--- config.mk ---
export PLATFORM = sky130hd
export DESIGN_NAME = call_button_frontend
export DESIGN_NICKNAME = d
export VERILOG_FILES = /design/src/rtl/call_button_frontend.sv
export SDC_FILE = /design/constraint.sdc
export NUM_CORES = 1
export LEC_CHECK = 0
export ABC_AREA = 1
export CAP_MARGIN = 30
export CORE_MARGIN = 3
export CORE_UTILIZATION = 60
export DETAILED_ROUTE_END_ITERATION = 10
export GPL_TIMING_DRIVEN = 0
export HOLD_SLACK_MARGIN = 0.02
export PLACE_DENSITY = 0.79
export SLEW_MARGIN = 20
export SYNTH_ARGS = -nofsm -noshare
export SYNTH_HDL_FRONTEND = slang
export SYNTH_SLANG_ARGS = --single-unit
export TNS_END_PERCENT = 10
--- constraint.sdc ---
create_clock -name clk -period 2.83 [get_ports clk]
set_input_delay 0.566 -clock clk [delete_from_list [all_inputs] [get_ports clk]]
set_output_delay 0.566 -clock clk [all_outputs]
set_load 0.02 [all_outputs]
--- src/rtl/call_button_frontend.sv ---
// Hall-call button front end: per-button synchronizer, debounce/stuck FSM,
// and request/lamp generation gated by the car's current service condition.
module call_button_frontend #(
   parameter int DEB_CYCLES   = 4,
   parameter int STUCK_CYCLES = 200
) (
   input  logic       clk,
   input  logic       reset,
   input  logic [3:0] btn,
   input  logic [1:0] floor,
   input  logic       door,
   output logic [3:0] req,
   output logic [3:0] lamp,
   output logic [3:0] fault
);

   localparam logic [3:0] DEB_C   = 4'(DEB_CYCLES);
   localparam logic [7:0] STUCK_C = 8'(STUCK_CYCLES);

   typedef enum logic [2:0] {
      RELEASED,
      PRESS_WAIT,
      PRESSED,
      RELEASE_WAIT,
      STUCK
   } state_t;

   logic [3:0] sync1_q, sync2_q;
   state_t     state_q [4];
   state_t     state_d [4];
   logic [3:0] deb_q   [4];
   logic [3:0] deb_d   [4];
   logic [7:0] hold_q  [4];
   logic [7:0] hold_d  [4];
   logic [7:0] hold_inc[4];
   logic [3:0] accept;
   logic [3:0] svc;
   logic [3:0] req_q, req_d;
   logic [3:0] lamp_q, lamp_d;
   logic [3:0] fault_q, fault_d;

   always_comb begin
      for (int unsigned i = 0; i < 4; i++) begin
         state_d[i]  = state_q[i];
         deb_d[i]    = deb_q[i];
         hold_d[i]   = hold_q[i];
         hold_inc[i] = (hold_q[i] == 8'hFF) ? 8'hFF : hold_q[i] + 8'd1;
         accept[i]   = 1'b0;
         fault_d[i]  = fault_q[i];
         case (state_q[i])
            RELEASED: begin
               if (sync2_q[i]) begin
                  // A single-sample debounce accepts on the very first high sample.
                  if (DEB_C == 4'd1) begin
                     state_d[i] = PRESSED;
                     hold_d[i]  = '0;
                     deb_d[i]   = '0;
                     accept[i]  = 1'b1;
                  end else begin
                     state_d[i] = PRESS_WAIT;
                     deb_d[i]   = 4'd1;
                  end
               end
            end
            PRESS_WAIT: begin
               if (!sync2_q[i]) begin
                  state_d[i] = RELEASED;
                  deb_d[i]   = '0;
               end else if (deb_q[i] + 4'd1 == DEB_C) begin
                  state_d[i] = PRESSED;
                  hold_d[i]  = '0;
                  deb_d[i]   = '0;
                  accept[i]  = 1'b1;
               end else begin
                  deb_d[i] = deb_q[i] + 4'd1;
               end
            end
            PRESSED: begin
               hold_d[i] = hold_inc[i];
               if (!sync2_q[i]) begin
                  if (DEB_C == 4'd1) begin
                     state_d[i] = RELEASED;
                     deb_d[i]   = '0;
                  end else begin
                     state_d[i] = RELEASE_WAIT;
                     deb_d[i]   = 4'd1;
                  end
               end else if (hold_inc[i] >= STUCK_C) begin
                  // >= so a hold resumed from RELEASE_WAIT past the limit still trips.
                  state_d[i] = STUCK;
                  deb_d[i]   = '0;
                  fault_d[i] = 1'b1;
               end
            end
            RELEASE_WAIT: begin
               if (sync2_q[i]) begin
                  state_d[i] = PRESSED;
                  deb_d[i]   = '0;
               end else if (deb_q[i] + 4'd1 == DEB_C) begin
                  state_d[i] = RELEASED;
                  deb_d[i]   = '0;
               end else begin
                  deb_d[i] = deb_q[i] + 4'd1;
               end
            end
            STUCK: begin
               if (sync2_q[i]) begin
                  deb_d[i] = '0;
               end else if (deb_q[i] + 4'd1 == DEB_C) begin
                  state_d[i] = RELEASED;
                  deb_d[i]   = '0;
                  fault_d[i] = 1'b0;
               end else begin
                  deb_d[i] = deb_q[i] + 4'd1;
               end
            end
            default: begin
               state_d[i] = RELEASED;
               deb_d[i]   = '0;
            end
         endcase
      end
   end

   // Service clears the lamp and swallows any accept for the same floor.
   always_comb begin
      req_d  = '0;
      lamp_d = lamp_q;
      svc    = '0;
      for (int unsigned i = 0; i < 4; i++) begin
         svc[i]   = door && (floor == 2'(i));
         req_d[i] = accept[i] && !svc[i];
         if (svc[i]) begin
            lamp_d[i] = 1'b0;
         end else if (accept[i]) begin
            lamp_d[i] = 1'b1;
         end
      end
   end

   always_ff @(posedge clk or posedge reset) begin
      if (reset) begin
         sync1_q <= '0;
         sync2_q <= '0;
         state_q <= '{default: RELEASED};
         deb_q   <= '{default: '0};
         hold_q  <= '{default: '0};
         req_q   <= '0;
         lamp_q  <= '0;
         fault_q <= '0;
      end else begin
         sync1_q <= btn;
         sync2_q <= sync1_q;
         state_q <= state_d;
         deb_q   <= deb_d;
         hold_q  <= hold_d;
         req_q   <= req_d;
         lamp_q  <= lamp_d;
         fault_q <= fault_d;
      end
   end

   assign req   = req_q;
   assign lamp  = lamp_q;
   assign fault = fault_q;

endmodule
======== Yosys cells after proc, flatten, opt, wreduce, memory -nomap -nowiden ========
Cells that the tools add are included.
cells by class
  add/sub/neg operators ................... 8
  $lt $le $gt $ge ......................... 4
  eq/ne operators ......................... 63
  multiplexer cells ....................... 120
  reduce and logical (&&, ||, !) cells .... 49
operator list
  operator                                                          number
  3-bit two-way mux                                                 32
  4-bit two-way mux                                                 24
  8-bit two-way mux                                                 12
  4-bit one-hot mux with 4 select lines                             4
  8-bit one-hot mux with 2 select lines                             4
  3-bit one-hot mux with 5 select lines                             4
  2-bit != test (second input constant)                             28
  1-bit two-way mux                                                 36
  8-bit by 1-bit adder with 8-bit output (second input constant)    4
  8-bit == test (second input constant)                             4
  8-bit greater-or-equal comparator (second input constant)         4
  3-bit by 2-bit == test with 1-bit output (second input constant)  8
  3-bit != test (second input constant)                             8
  2-bit nonzero test                                                12
  5-bit AND reduction                                               4
  4-bit by 1-bit adder with 4-bit output (second input constant)    4
  4-bit by 3-bit == test with 1-bit output (second input constant)  4
  4-bit AND reduction                                               4
  3-bit by 1-bit == test with 1-bit output (second input constant)  4
  3-bit == test (second input constant)                             4
  3-bit zero test                                                   4
  3-bit AND reduction                                               4
  1-bit logical AND                                                 8
  1-bit one-hot mux with 2 select lines                             4
  other kinds (6)                                                   16
storage, ports and cells
  flip-flop bits (word level) ............. 80
  bits of input ports ..................... 9
  word-level logic and storage cells ...... 267

======== Longest topological paths before layout ========
Gate-level depths: netlist (run 1).
  word-level depth ........................ 7
  mapped depth ............................ 12
  mapped depth without buffers ............ 12

======== Worst setup path before layout (run 1) ========
Ideal clock, no wire load.
  path type ............................... flip-flop to flip-flop
  from .................................... reg hold_q[24] in the netlist's numbering
  to ...................................... reg deb_q[12] in the netlist's numbering
  library setup time ...................... 0.119 ns
  arrival time ............................ 1.402 ns
  slack ................................... 1.309 ns
  cell stages (with the launch flop) ...... 12
  buffers on the path ..................... 0
  cells stage by stage .................... dfrtp_1 -> ha_1 -> nand2_1 -> nor2_2 -> nand2_2 -> clkinv_2 -> nor2_2 -> nand3b_1 -> nand2_2 -> nand2_4 -> nand2_4 -> o21ai_2
between the ends
  cells in the longest elaborated chain, start to end .. 5
  elaborated cells on any way between the ends .. 6
  classes of those cells .................. add/sub: 1; order compare: 1; eq/ne: 2; mux: 1; reduce/logical: 1
RTL lines
  what                                                                     line  RTL
  start, declared                                                          33    logic [7:0] hold_q [4];
  start signal, assigned                                                   156   hold_q <= hold_d;
  8-bit by 1-bit adder with 8-bit output or 8-bit == test (tied branches)  47    hold_inc[i] = (hold_q[i] == 8'hFF) ? 8'hFF : hold_q[i] + 8'd1;
  8-bit two-way mux *                                                      47
  8-bit greater-or-equal comparator *                                      88    end else if (hold_inc[i] >= STUCK_C) begin
  3-bit != test (no source line) *                                         -
  2-bit AND reduction (no source line) *                                   -
  end signal, assigned                                                     146   deb_q <= '{default: '0};
  end signal, assigned                                                     155   deb_q <= deb_d;
  end, declared                                                            31    logic [3:0] deb_q [4];
Every way passes the cells marked *; elsewhere a longest branch is shown, timed or not.
A chain may end at the register's enable or synchronous reset.

======== Final worst setup path (run 1) ========
  from .................................... reg fault_q[2] (netlist: fault[2])
  to ...................................... out fault[2]
RTL lines
  what                    line  RTL
  start, declared         40    logic [3:0] fault_q, fault_d;
  start signal, assigned  159   fault_q <= fault_d;
  end, declared           14    output logic [3:0] fault
No word-level cell between the ends.

==> results of run 1 <==
==> Yosys cell counts (all sizes together), types with 4 or more instances <==
master,n
a21oi,14
dfrtp,80
ha,12
inv,93
nand2,179
nand3,65
nand4,22
nor2,60
nor3,12
o21ai,46
o22ai,10
o31ai,4
xor2,9
==> power groups by stage <==
stage / registers, mW / clock network (mW) / logic [mW]
after floorplan: 1.68 / 0 / 1.25
after global placement: 1.71 / 0 / 1.51
after detailed placement: 1.72 / 0 / 1.58
after CTS: 1.71 / 0.900 / 1.59
after global routing: 1.75 / 0.942 / 1.83
final: 1.71 / 0.872 / 1.59
==> sequential cells by signal, indices dropped and copies added, names as in the netlist <==
signal and cells:
deb_q 16, fault 4, hold_q 32, lamp 4, req 4, state_q 12
sync1_q 4, sync2_q 4
==> kinds of logic after synthesis <==
logic type               count (synthesis)  synth area share [%]
AND/OR/NAND/NOR                        341                  35.0
flip-flops                              80                  42.8
adder cells (fa/ha/maj)                 12                  3.21
AO/OA/AOI/OAI                           79                  9.47
XOR/XNOR                                 9                  1.85
buffers and inverters                   95                  7.65
==> metrics by stage <==
step | total power, mW | hold WS [ps]
2_1_floorplan | 2.93 | 331
3_3_place_gp | 3.21 | 333
3_5_place_dp | 3.31 | 345
4_1_cts | 4.20 | 364
5_1_grt | 4.53 | 372
6_report | 4.17 | 360
==> metal layers <==
metal  vias up  share of wire [%]  wire (µm)
met5         -                  0          0
met1      1904                 44       4220
met4         0                1.5        140
met3        13                4.2        395
met2        82                 50       4750
li1       2069                  -          -
==> worst paths after layout <==
check	from	to	slack [ps]	depth (start not counted)
hold reg to reg	sync1_q[1]	sync2_q[1]	360	0
setup / recovery	fault[2]	fault[2]	920	1
setup reg to reg	deb_q[8]	hold_q[22]	960	7
max in group asynchronous	reset	hold_q[6]	1680	3
min in group asynchronous	reset	hold_q[28]	580	2
hold / removal	sync1_q[1]	sync2_q[1]	360	0
==> area by class of cell <==
type,count,area [µm²],area share [%]
inverters,94,357,6.82
multi-input cells,441,2320,44.3
well taps,99,124,2.37
repair buffers,21,220,4.21
plain buffers,1,3.75,0.0718
clock inverters,4,51.3,0.981
clock buffers,12,155,2.97
flip-flops and latches,80,2000,38.3
==> results.py, run 1 <==
metrics = {
    "cts": {
        "cts_buffers": 9,
        "cts_tree": "done",
        "clock_latency_ps": 360,
        "root_buffer": "clkbuf_8",
        "post_cts_buffers": 0,
        "cts_hold_buf": 0,
        "ctsResizeCount": 0,
        "clock_path_buffers": 2,
        "clk_pin_slew_ps": 80,
        "cts_num_sinks": 80,
        "htree_levels": 3,
    },
    "detailed_routing": {
        "first_pass_iters": 5,
        "vias_per_cell": 5.41,
        "wl_per_cell_um": 12.6,
        "drt_iter0_markers": 253,
        "wl_um": 9510,
        "vias": 4068,
        "final_antenna_net_count": 0,
        "drcViolationCount": 0,
    },
    "layout": {
        "nets": 669,
        "drive_gt1_share_pct": 11.8,
        "diodes": 0,
        "final_util_pct": 70.6,
        "fillers": 591,
        "finalNonFillerCells": 752,
        "layout_common_cells": "159 x nand2_1, 82 x inv_1, 80 x dfrtp_1",
        "areaGrowthSynthToFinish_pct": 11.8,
        "fin_area_mm2": 0.00523,
        "layout.cells.most_common": "nand2_1",
    },
    "timing": {
        "slew_violations": 0,
        "fin_tns_setup_ps": 0,
        "fin_crit_ps": 1910,
        "worst_slew_pin_slew_ps": 495,
        "finalHoldViolations": 0,
        "fin_ws_ps": 925,
        "finClkSkew_ps": 9.34,
        "finalCritPeriodShare_pct": 67.3,
        "relSlewSlack_pct": 66.7,
        "setup_viol": 0,
        "rsz0062_at_grt": "false",
        "fmax_mhz": 525,
    },
    "power": {
        "pwr-share-comb_pct": 38.1,
        "intPower_mw": 2.44,
        "p_switching_mw": 1.73,
        "pwr-share-clk_pct": 20.9,
        "p_leak_nw": 2.68,
        "ir_drop_v": 0.000479,
        "pwr-share-seq_pct": 41.0,
        "power.density_mw_per_mm2": 798,
        "p_sw_share_pct": 41.5,
    },
    "setup_path": {
        "crit_type": "reg2out",
        "slowest_delay_ps": 620,
        "cp_top_family": "buffers and inverters",
        "crit_slowest_cell": "clkdlybuf4s50_1",
        "critPathRequiredTime_ps": 2260,
        "cp_data_arrival_time_ps": 1340,
        "worstSetupEndpointType": "primary output",
        "crit_chain": "clkdlybuf4s50_1",
        "crit_path_start_kind": "register",
        "critical_path_buf_inv_count": 1,
        "critPathMaxFanout": 2,
    },
    "grt": {
        "track_usage_pct": 23.7,
        "top_usage_layer": "met2",
        "grt_pass1_vias": 3990,
        "grt_max_degree": 44,
        "grt_pass1_wl_um": 17000,
        "use_met3_pct": 5.69,
        "grt_overflow": 0,
        "grtUsageMet2_pct": 41.0,
        "antenna_found_initial": 0,
        "met1_usage_pct": 29.1,
    },
    "floorplanning": {
        "die-area_mm2": 0.00889,
        "core_mm2": 0.00741,
        "initial_utilization_pct": 63.1,
        "die_w_um": 94.3,
        "io_pins": 21,
        "rows": 31,
        "die_h_um": 94.3,
    },
    "job": {
        "drv_cap": 0,
    },
    "synthesis": {
        "yosysSeqAreaShare_pct": 42.8,
        "synth_ff_type": "dfrtp_1",
        "ys_types": 33,
        "netlist_instances": 616,
        "yosys-top-cells-area": "dfrtp_1 43%, nand2_1 13%, inv_1 6.7%",
        "ys_warn_count": 0,
        "syn_nets": 637,
        "ys_seq_elements": 80,
        "yosysTopAreaCell": "dfrtp_1",
        "netlist.area_leader.share_pct": 42.8,
        "synth_edf_count": 0,
        "async_flop_share_pct": 100,
        "synth_area_per_cell_um2": 7.59,
        "syn_area_mm2": 0.00468,
    },
    "placement": {
        "post_dp_cell_area_mm2": 0.00502,
        "place_congestion": 0.882,
        "port_buffers": 20,
        "dpl_worst_slack_ps": 966,
        "dp_cells": 736,
        "hpwlAfterDp_um": 7110,
    },
    "min_path": {
        "hold_path_class": "reg2reg",
    },
    "outcome": {
        "status": "complete, no violations",
    },
}
(Power assumes the default switching activity.)
==> run 2: changes to the inputs <==
- CORE_UTILIZATION: 60 -> 55
- PLACE_DENSITY: 0.79 -> 0.76
- clock period: 2.83 -> 1.7 ns (I/O delays scaled with it)
==> results.py, run 2 (synthesized netlist as in run 1, its figures left out) <==
metrics = {
    "layout": {
        "reg_top3": "hold_q: 32 flops, deb_q: 16 flops, state_q: 12 flops",
        "regMostFlops": "hold_q",
        "areaGrowthSynthToFinish_pct": 21.0,
        "layout.cells.most_common": "nand2_1",
        "fillers": 680,
        "largest_reg_flops": 32,
        "finalNonFillerCells": 776,
        "nets": 687,
        "layout_common_cells": "147 x nand2_1, 81 x inv_1, 75 x dfrtp_1",
        "drive_gt1_share_pct": 19.5,
        "diodes": 0,
    },
    "setup_path": {
        "r2r-end": "deb_q[15]",
        "critPathMaxFanout": 5,
        "cp_data_arrival_time_ps": 1890,
        "worstSetupEndpointType": "register",
        "crit_type": "reg2reg",
        "critPathRequiredTime_ps": 1930,
        "rrSetupSlack_ps": 40,
        "reg2reg_from": "hold_q[25]",
        "reg2reg_depth": 12,
        "crit_path_start_kind": "register",
    },
    "outcome": {
        "status": "complete, no violations",
    },
    "cts": {
        "root_buffer": "clkbuf_8",
        "cts_tree": "done",
        "cts_buffers": 9,
        "clock_latency_ps": 350,
        "cts_num_sinks": 80,
        "clk_pin_slew_ps": 80,
        "htree_levels": 3,
        "cts_hold_buf": 0,
        "clock_path_buffers": 2,
    },
    "detailed_routing": {
        "drt_iter0_markers": 133,
        "wl_per_cell_um": 13.1,
        "final_antenna_net_count": 0,
        "vias": 4178,
        "drcViolationCount": 0,
        "first_pass_iters": 5,
        "wl_um": 10200,
        "vias_per_cell": 5.38,
    },
    "floorplanning": {
        "initial_utilization_pct": 56.7,
        "die_w_um": 98.2,
        "core_mm2": 0.00826,
        "io_pins": 21,
        "die-area_mm2": 0.00965,
        "die_h_um": 98.2,
        "rows": 33,
    },
    "placement": {
        "dp_cells": 744,
        "hpwlAfterDp_um": 7080,
        "dpl_worst_slack_ps": -102,
        "port_buffers": 20,
        "place_congestion": 0.860,
    },
    "timing": {
        "fin_crit_ps": 1660,
        "fin_ws_ps": 41.1,
        "finalHoldViolations": 0,
        "worst_slew_pin_slew_ps": 429,
        "slew_violations": 0,
        "finalCritPeriodShare_pct": 97.6,
        "relSlewSlack_pct": 71.2,
        "rsz0062_at_grt": "true",
        "fmax_mhz": 603,
        "finClkSkew_ps": 10.1,
        "setup_viol": 0,
    },
    "grt": {
        "antenna_found_initial": 0,
        "track_usage_pct": 21.0,
        "grt_pass1_vias": 4061,
        "grt_max_degree": 27,
        "grt_overflow": 0,
        "grt_pass1_wl_um": 17000,
    },
    "power": {
        "power.density_mw_per_mm2": 1340,
        "finalPower_mw": 7.57,
        "p_leak_nw": 2.89,
        "ir_drop_v": 0.000887,
    },
    "min_path": {
        "hold_path_class": "in2async",
    },
    "job": {
        "drv_cap": 0,
    },
}
[run 2: worst max-delay path: stages, from the launching register on]
cell     delay (ps)
dfrtp_1         440
ha_4            200
nand2_4          60
nor2_4          120
nand2_2          90
nand2_2          70
nor2_2           40
nor2_2          130
nand2_2          90
nand2_4         100
nand2_4          90
nand2_2          70
o21ai_2          50
[run 2: where the power goes]
part,switching [mW],internal [mW],leakage [nW]
sequential,0.559,2.35,1.04
combinational,1.87,1.24,1.74
clock,0.674,0.874,0.107
total,3.10,4.47,2.89
[run 2: worst max path at each step]
stage,start,endpoint,slack [ps],cells past startpoint
floorplan,hold_q[24],deb_q[12],180,11
CTS,deb_q[8],hold_q[22],-2,7
detailed placement,deb_q[0],hold_q[0],-100,7
global placement,reset,deb_q[1],-470,2
finish,hold_q[25],deb_q[15],40,12
global route,hold_q[25],deb_q[14],-50,12
[run 2: routing by layer]
metal	vias up	global-route usage (%)	share of wire, %
li1	2110	-	-
met1	1988	24.9	42
met2	71	37.2	54
met3	9	5.29	3.1
met4	0	6.83	0.88
met5	-	0	0
[run 2: what timing repair did]
item                                    CTS  global route
resized for setup                         6            55
buffers inserted                          0            16
cloned                                    0             0
pin swaps                                 0            19
endpoints found under the setup margin   23            65
endpoints found under the hold margin     0             0
[run 2: stage by stage]
| step | hold WS [ps] | util, % | setup TNS [ps] | instance area [µm²] |
|---|---|---|---|---|
| 2_1_floorplan | 331 | - | 0 | 4680 |
| 3_3_place_gp | 335 | 60.7 | -37680 | 5010 |
| 3_5_place_dp | 337 | 61.5 | -898 | 5080 |
| 4_1_cts | 325 | 64.5 | -1.95 | 5330 |
| 5_1_grt | 327 | 68.6 | -309 | 5660 |
| 6_report | 332 | 68.6 | 0 | 5660 |
[run 2: final cells by class]
type	count	area, µm²	share of cell area, %
timing repair buffer	39	400	7.07
multi-input combinational	441	2540	44.8
tap	105	131	2.32
clock inverter	4	76.3	1.35
inverter	94	359	6.34
clock buffer	12	145	2.56
sequential	80	2010	35.5
buffer	1	5.00	0.0884
==> run 3: changes to the inputs <==
- PLACE_DENSITY: 0.76 -> unset
- PLACE_DENSITY_LB_ADDON: unset -> 0.2
==> results.py, run 3 (synthesized netlist as in run 1, its figures left out) <==
metrics = {
    "min_path": {
        "hold_path.startpoint": "sync1_q[3]",
        "holdPathStages": 0,
        "hold_path_class": "reg2reg",
        "min_to": "sync2_q[3]",
    },
    "placement": {
        "place_congestion": 0.886,
        "post_dp_cell_area_mm2": 0.00505,
        "hpwlAfterDp_um": 6800,
        "port_buffers": 20,
    },
    "timing": {
        "setup_viol": 0,
        "slew_violations": 0,
        "worst_slew_pin_slew_ps": 672,
        "fin_crit_ps": 1660,
        "fmax_mhz": 603,
        "finClkSkew_ps": 9.91,
        "relSlewSlack_pct": 55.1,
        "fin_tns_setup_ps": 0,
        "finalCritPeriodShare_pct": 97.6,
        "rsz0062_at_grt": "true",
        "finalHoldViolations": 0,
        "hold_slack_ps": 357,
    },
    "cts": {
        "root_buffer": "clkbuf_8",
        "clock_path_buffers": 2,
        "clock_latency_ps": 350,
        "cts_hold_buf": 0,
        "htree_levels": 3,
        "clk_pin_slew_ps": 80,
        "cts_num_sinks": 80,
        "cts_buffers": 9,
        "cts_tree": "done",
    },
    "setup_path": {
        "critPathRequiredTime_ps": 1940,
        "crit_path_start_kind": "register",
        "rrSetupSlack_ps": 40,
        "cp_data_arrival_time_ps": 1900,
        "crit_type": "reg2reg",
        "critPathMaxFanout": 6,
        "startpoint": "hold_q[16]",
        "reg2reg_depth": 12,
        "worstSetupEndpointType": "register",
        "r2r-end": "deb_q[11]",
        "reg2reg_from": "hold_q[16]",
    },
    "power": {
        "pwr-share-comb_pct": 41.7,
        "pwr-share-clk_pct": 19.2,
        "power.density_mw_per_mm2": 1310,
        "intPower_mw": 4.30,
        "p_switching_mw": 3.01,
        "ir_drop_v": 0.000800,
        "p_sw_share_pct": 41.2,
        "pwr-share-seq_pct": 39.0,
        "finalPower_mw": 7.31,
        "p_leak_nw": 2.85,
    },
    "layout": {
        "fin_area_mm2": 0.00557,
        "nets": 691,
        "reg_top3": "hold_q: 32 flops, deb_q: 16 flops, state_q: 12 flops",
        "regMostFlops": "hold_q",
        "largest_reg_flops": 32,
        "areaGrowthSynthToFinish_pct": 19.1,
        "drive_gt1_share_pct": 19.0,
        "diodes": 0,
        "layout_common_cells": "151 x nand2_1, 80 x inv_1, 75 x dfrtp_1",
        "final_util_pct": 67.5,
        "layout.cells.most_common": "nand2_1",
    },
    "detailed_routing": {
        "drt_iter0_markers": 202,
        "vias": 4189,
        "first_pass_iters": 5,
        "wl_per_cell_um": 12.2,
        "drcViolationCount": 0,
        "wl_um": 9530,
        "final_antenna_net_count": 0,
        "vias_per_cell": 5.37,
    },
    "grt": {
        "met1_usage_pct": 25.3,
        "track_usage_pct": 20.4,
        "grt_pass1_vias": 3992,
        "antenna_found_initial": 0,
        "top_usage_layer": "met2",
        "grt_pass1_wl_um": 16600,
        "grtUsageMet2_pct": 35.7,
        "use_met3_pct": 4.36,
        "grt_overflow": 0,
        "grt_max_degree": 30,
    },
    "outcome": {
        "status": "complete, no violations",
    },
    "job": {
        "drv_cap": 0,
    },
    "floorplanning": {
        "io_pins": 21,
        "core_mm2": 0.00826,
        "die-area_mm2": 0.00965,
        "die_w_um": 98.2,
        "rows": 33,
        "die_h_um": 98.2,
        "initial_utilization_pct": 56.7,
    },
}
-- run 3: cell types whose count changed in the layout (fill, tap and decap cells not counted), moves of 3 or more --
cell / before / now
ha_4: 4 / 1
ha_2: 0 / 4
nor2_1: 47 / 50
nand2_1: 147 / 151
buf_4: 16 / 21
nand2_4: 13 / 10
-- run 3: final cells by class --
| type | count | area [µm²] |
|---|---|---|
| Fill cell | 679 | 2690 |
| Multi-Input combinational cell | 441 | 2470 |
| Sequential cell | 80 | 2010 |
| Timing Repair Buffer | 43 | 405 |
| Inverter | 94 | 359 |
| Clock buffer | 11 | 141 |
| Tap cell | 105 | 131 |
| Clock inverter | 5 | 56.3 |
| Buffer | 1 | 3.75 |
-- run 3: per-layer routing --
layer | vias to the layer above | wire [µm]
met5 | - | 0
met4 | 0 | 86
met3 | 8 | 344
met2 | 83 | 4930
met1 | 1986 | 4170
li1 | 2112 | -
-- run 3: worst max-delay path by stage --
stage	slack [ps]	to	depth (start not counted)
2_1_floorplan	180	deb_q[12]	11
5_1_grt	-80	deb_q[8]	12
3_3_place_gp	-470	hold_q[29]	2
6_report	40	deb_q[11]	12
4_1_cts	9	hold_q[22]	7
3_5_place_dp	-100	hold_q[0]	7
-- run 3: repair_timing --
action / in CTS / in global routing
pin swaps: 2 / 15
resized for setup: 7 / 36
setup endpoints to repair: 27 / 62
buffers inserted: 4 / 17
-- run 3: stage by stage --
| stage | cells | setup slack, ps |
|---|---|---|
| floorplan | 616 | 179 |
| global placement | 741 | -475 |
| detailed placement | 743 | -97.5 |
| CTS | 763 | 9.32 |
| global route | 780 | -84.7 |
| finish | 780 | 40.3 |
-- run 3: power groups by stage --
stage / sequential, mW / combinational, mW / clock [mW]
2_1_floorplan: 2.79 / 2.08 / 0
3_3_place_gp: 2.84 / 2.52 / 0
3_5_place_dp: 2.87 / 2.62 / 0
4_1_cts: 2.84 / 2.68 / 1.44
5_1_grt: 2.93 / 3.50 / 1.52
6_report: 2.86 / 3.05 / 1.41
-- run 3: worst max-delay path, stage by stage (launching register included) --
cell	delay (ps)
dfrtp_1	410
ha_2	240
nand3_4	100
nor2_4	150
nand2_2	90
nand2_2	90
nor2_2	40
nand2_2	60
nand3_2	90
nand2_4	120
nand2_4	60
nand2_1	60
nand2_1	40
